`config.mk`:
```
export PLATFORM = sky130hd
export DESIGN_NAME = irq_pending_ctrl
export DESIGN_NICKNAME = d
export VERILOG_FILES = /design/src/rtl/irq_pending_ctrl.sv
export SDC_FILE = /design/constraint.sdc
export NUM_CORES = 1
export LEC_CHECK = 0
export ABC_AREA = 1
export BUFFER_PORTS_ARGS = -buffer_cell sky130_fd_sc_hd__buf_4
export CAP_MARGIN = 25
export CORE_ASPECT_RATIO = 1.4
export CORE_UTILIZATION = 50
export CTS_CLUSTER_DIAMETER = 150
export DETAILED_ROUTE_END_ITERATION = 10
export PLACE_DENSITY = 0.82
export SYNTH_ARGS = -nofsm -noshare
export SYNTH_HDL_FRONTEND = slang
export SYNTH_SLANG_ARGS = --single-unit
```
`constraint.sdc`:
```
create_clock -name clk -period 2.1 [get_ports clk]
set_input_delay 0.21 -clock clk [delete_from_list [all_inputs] [get_ports clk]]
set_output_delay 0.21 -clock clk [all_outputs]
set_load 0.005 [all_outputs]
```
`src/rtl/irq_pending_ctrl.sv`:
```
// Interrupt pending/present controller: edge-detects req into sticky pending
// bits, presents one ID at a time to a consumer with ack, flags overruns.
// Ports: clk, rst_n (sync active-low); req[7:0], mask[7:0] in;
// pend_vec[7:0] out to ext priority encoder; enc_out[2:0], enc_valid in;
// irq_valid, irq_id[2:0] out; irq_ack in; ovf[7:0] out; ovf_clr in.
module irq_pending_ctrl (
  input  logic       clk,
  input  logic       rst_n,
  input  logic [7:0] req,
  input  logic [7:0] mask,
  output logic [7:0] pend_vec,
  input  logic [2:0] enc_out,
  input  logic       enc_valid,
  output logic       irq_valid,
  output logic [2:0] irq_id,
  input  logic       irq_ack,
  output logic [7:0] ovf,
  input  logic       ovf_clr
);

  localparam logic [0:0] IDLE    = 1'b0;
  localparam logic [0:0] PRESENT = 1'b1;

  logic [0:0] state, state_nx;
  logic [7:0] req_d;
  logic [7:0] pending;
  logic [7:0] rise;
  logic [7:0] clr;
  logic [7:0] ovr;
  logic       ack_hit;
  logic       cap;

  assign rise    = req & ~req_d;
  assign ack_hit = (state == PRESENT) && irq_ack;
  assign clr     = ack_hit ? (8'b1 << irq_id) : 8'h00;
  // a rise on a bit being acked this cycle is a fresh event, not an overrun
  assign ovr     = rise & pending & ~clr;
  assign cap     = (state == IDLE) && enc_valid;

  assign pend_vec  = pending & mask;
  assign irq_valid = (state == PRESENT);

  always_comb begin
    state_nx = state;
    unique case (state)
      IDLE:    if (enc_valid) state_nx = PRESENT;
      PRESENT: if (irq_ack)   state_nx = IDLE;
      default: state_nx = IDLE;
    endcase
  end

  always_ff @(posedge clk) begin
    if (!rst_n) begin
      state   <= IDLE;
      req_d   <= 8'h00;
      pending <= 8'h00;
      ovf     <= 8'h00;
      irq_id  <= 3'd0;
    end else begin
      state   <= state_nx;
      req_d   <= req;
      // set wins over the ack clear
      pending <= (pending & ~clr) | rise;
      ovf     <= (ovf_clr ? 8'h00 : ovf) | ovr;
      if (cap) irq_id <= enc_out;
    end
  end

endmodule

```
## Yosys cells after proc, flatten, opt, wreduce, memory -nomap -nowiden

Cells that the tools add are included.

| storage, ports and cells | value |
|---|---|
| bits in read-only memories | 0 |
| memories kept | 0 |
| bits of input ports | 24 |
| output and inout port bits | 20 |
| logic and storage cells | 23 |
| bits in writable memories | 0 |
| bits in latches | 0 |
| register bits | 28 |

| cells by class | value |
|---|---|
| shift-type cells | 1 |
| div/mod/pow operators | 0 |
| reduce and logical (&&, ||, !) cells | 2 |
| bitwise operators | 10 |
| eq/ne operators | 0 |
| add/sub/neg operators | 0 |
| muxes and demuxes | 5 |
| $mul | 0 |
| order comparisons | 0 |

Operators by type and width:

| kind | number |
|---|---|
| AND 8 bit | 5 |
| two-way mux 8 bit | 2 |
| inverter 8 bit | 2 |
| OR 8 bit | 2 |
| left shift 1 x 3 -> 8 bit, first input constant | 1 |
| logical AND 1 bit | 2 |
| two-way mux 1 bit | 2 |
| case mux 1 bit (2 select lines) | 1 |
| inverter 1 bit | 1 |

## Depth between registers and ports, before layout

| logic depth | value |
|---|---|
| depth in word-level cells | 5 |
| mapped depth | 5 |
| mapped depth without buffers | 5 |

## Worst setup path after synthesis

OpenSTA, ideal clock, no wires.

| timing path | value |
|---|---|
| path type | register to register |
| from | reg irq_id[2] |
| to | reg pending[4] |
| arrival time | 768 ps |
| required time | 1,980 ps |
| setup time | 120 ps |
| stages on the path, launching flop included | 6 |
| clock period less this slack | 888 ps |
| path slack | 1,212 ps |
| cell sequence | dfxtp_1 -> inv_1 -> nor2_4 -> nand2_1 -> nand2_1 -> a21oi_1 |

| between the ends | value |
|---|---|
| word-level cells in the longest chain between the ends | 5 |

RTL lines:

| item | line | RTL |
|---|---|---|
| start, declared | 15 | `output logic [2:0] irq_id,` |
| start signal, assigned | 65 | `if (cap) irq_id <= enc_out;` |
| left shift 1 x 3 -> 8 bit | 35 | `assign clr = ack_hit ? (8'b1 << irq_id) : 8'h00;` |
| two-way mux 8 bit | 35 |  |
| inverter 8 bit | 63 | `pending <= (pending & ~clr) \| rise;` |
| AND 8 bit | 63 |  |
| OR 8 bit | 63 |  |
| end signal, assigned | 63 |  |
| end, declared | 26 | `logic [7:0] pending;` |

Every way passes these cells.
A chain may end at the register's enable or synchronous reset.

## Worst setup path in the final report

| timing path | value |
|---|---|
| from | reg pending[1] |
| to | out pend_vec[1] |

| between the ends | value |
|---|---|
| word-level cells in the longest chain between the ends | 1 |

RTL lines:

| item | line | RTL |
|---|---|---|
| AND 8 bit | 40 | `assign pend_vec = pending & mask;` |
| end, declared | 11 | `output logic [7:0] pend_vec,` |

Every way passes these cells.

==> out/results.tsv <==
stage	metric	value	unit
pwr	ir_worst_vdd	0.427	mV
hold_path	hold_class	primary input to flip-flop	
pwr	p_leak	0.822	nW
sta	drv_slew	0	
clocking	cts_buffers	3	
synthesis	ys_warn_count	0	
place	placedCellCount	228	
worst_setup_path	critical_path_arrival	0.93	ns
sta	finClkSkew	0.00129	ns
pwr	p_clk_frac	0.218	
pwr	p_int	0.711	mW
pwr	finalPower	0.947	mW
synthesis	avgSynthCellArea	6.85	um2
drt	dr.first_iter.drc_count	17	
floorplan	rows	20	
floorplan	coreArea	2150	um2
global_routing	grt_pass1_wl	3.96	mm
worst_setup_path	worst_setup_path_start_kind	flip-flop	
synthesis	synth_top_area_cell	dfxtp_1	
floorplan	die_area	2460	um2
global_routing	antenna_found_initial	0	
synthesis	yosysSeqAreaShare	0.496	
place	place_ws	1.10	ns
pwr	p_switching	0.236	mW
floorplan	initial_utilization	0.525	
global_routing	grt_usage	0.210	
layout	fin_util	0.692	
clocking	cts_sinks	28	
clocking	htree_levels	1	
pwr	pwr-share-seq	0.622	
clocking	ctsHoldBuffers	0	
pwr	power_switching_share	0.249	
pwr	cellPowerDensity	635	nW/um2
sta	finalHoldViolCount	0	
floorplan	fp.dieW	42.2	um
pwr	power.share.combinational	0.160	
layout	multi_input_area	410	um2
sta	fin_tns_setup	0	ns
global_routing	grt_pass1_vias	1012	
synthesis	synth_top_area_share	0.496	
sta	relSlewSlack	0.817	
clocking	cts_resized	0	
place	routabilityCongestion	0.748	
layout	fin_area	1490	um2
clocking	postCtsSetupBuffers	0	
drt	wirelength	2.39	mm
layout	layout.cells.non_filler	231	
synthesis	synthTopCellsByArea	dfxtp_1, nand2_1, inv_1, a21oi_1, nor2_1	
sta	setup_violations	0	
sta	min_period	1.14	ns
sta	period_share	0.543	
clocking	clkTransAtPathRegs	0.13	ns
layout	area_delta_synth_final	31.9	%
floorplan	ios	44	
worst_setup_path	crit_type	flip-flop to primary output	
global_routing	overflow	0	
layout	drive_gt1_frac	0.244	
drt	vias	1102	
sta	hold-worst-slack	0.0638	ns
sta	grt_setup_unrepaired	no	
drt	drt-pass1-iter-count	4	
drt	wl_per_cell	10.4	um
layout	fillers	191	
place	place_area	1470	um2
worst_setup_path	critPathRequiredTime	1.89	ns
layout	finalNetCount	235	
flow_run	maxCapViolations	0	
place	io_buffers	43	
clocking	clock_path_buffers	2	
place	dp_hpwl	1.91	mm
floorplan	die-height	58.2	um
outcome	outcome	complete, no violations	
layout	antennaDiodeCount	0	
drt	vias_per_cell	4.77	
sta	fmax	876	MHz
drt	ant_nets	0	
sta	worstMarginPinSlew	0.273	ns
drt	drc	0	
synthesis	synthCells	165	
synthesis	ys_types	11	
sta	layout_setup_ws	0.959	ns
synthesis	syn_area	1130	um2
synthesis	synth_nets	189	
worst_setup_path	end_kind	primary output	
synthesis	ys_seq_elements	28	
layout	layout_common_cells	nand2_1, buf_4, inv_1	
layout	mostFrequentLayoutCell	nand2_1	
layout	regArea	561	um2
clocking	tritoncts	yes	
worst_setup_path	cp_max_fo	3	
global_routing	grt_max_degree	17	
clocking	root_buffer	clkbuf_4	
clocking	clock_latency	0.31	ns
routing by layer:
metal | track usage | vias to the layer above | routed length [um]
met5 | 0 | - | 0
met4 | 0.107 | 0 | 43
met3 | 0.0187 | 4 | 64
met2 | 0.418 | 22 | 1350
met1 | 0.209 | 506 | 930
li1 | - | 570 | -
cells by family after synthesis:
kind of cell	Yosys count	synth area share
simple gates	72	0.257
buf+inv	41	0.141
flops	28	0.496
compound gates	24	0.106
registers in the layout, summed over array words and instances, names as in the netlist:
name,count
req_d,8
ovf,8
irq_id,3
irq_valid,1
pending,8
power groups by stage:
stage / registers, mW / clock network, mW / logic [mW]
2_1_floorplan: 0.595 / 0 / 0.0733
3_3_place_gp: 0.597 / 0 / 0.146
3_5_place_dp: 0.600 / 0 / 0.153
4_1_cts: 0.588 / 0.212 / 0.154
5_1_grt: 0.593 / 0.229 / 0.172
6_report: 0.588 / 0.207 / 0.151
critical path, stage by stage, from the launching register on:
cell     delay, ns
dfxtp_1       0.41
nand2_1       0.06
inv_1         0.05
buf_4         0.10
final timing paths:
| check | start | end | slack (ns) | depth (start not counted) |
|---|---|---|---|---|
| setup / recovery | pending[1] | pend_vec[1] | 0.96 | 3 |
| hold / removal | irq_ack | irq_valid | 0.06 | 2 |
| setup reg to reg | irq_id[1] | pending[6] | 1.08 | 5 |
| hold reg to reg | ovf[7] | ovf[7] | 0.48 | 2 |
cells in the mapped netlist (all sizes together):
master,instances
nand2,59
inv,39
dfxtp,28
a21oi,20
nor2,13
o21ai,4
buf,2
area by class of cell:
cell class,instances,share of cell area
Sequential cell,28,0.376
Multi-Input combinational cell,96,0.275
Clock buffer,3,0.0151
Inverter,39,0.0982
Timing Repair Buffer,43,0.217
Tap cell,22,0.0185
No activity file was read; power rests on OpenSTA's default activity.
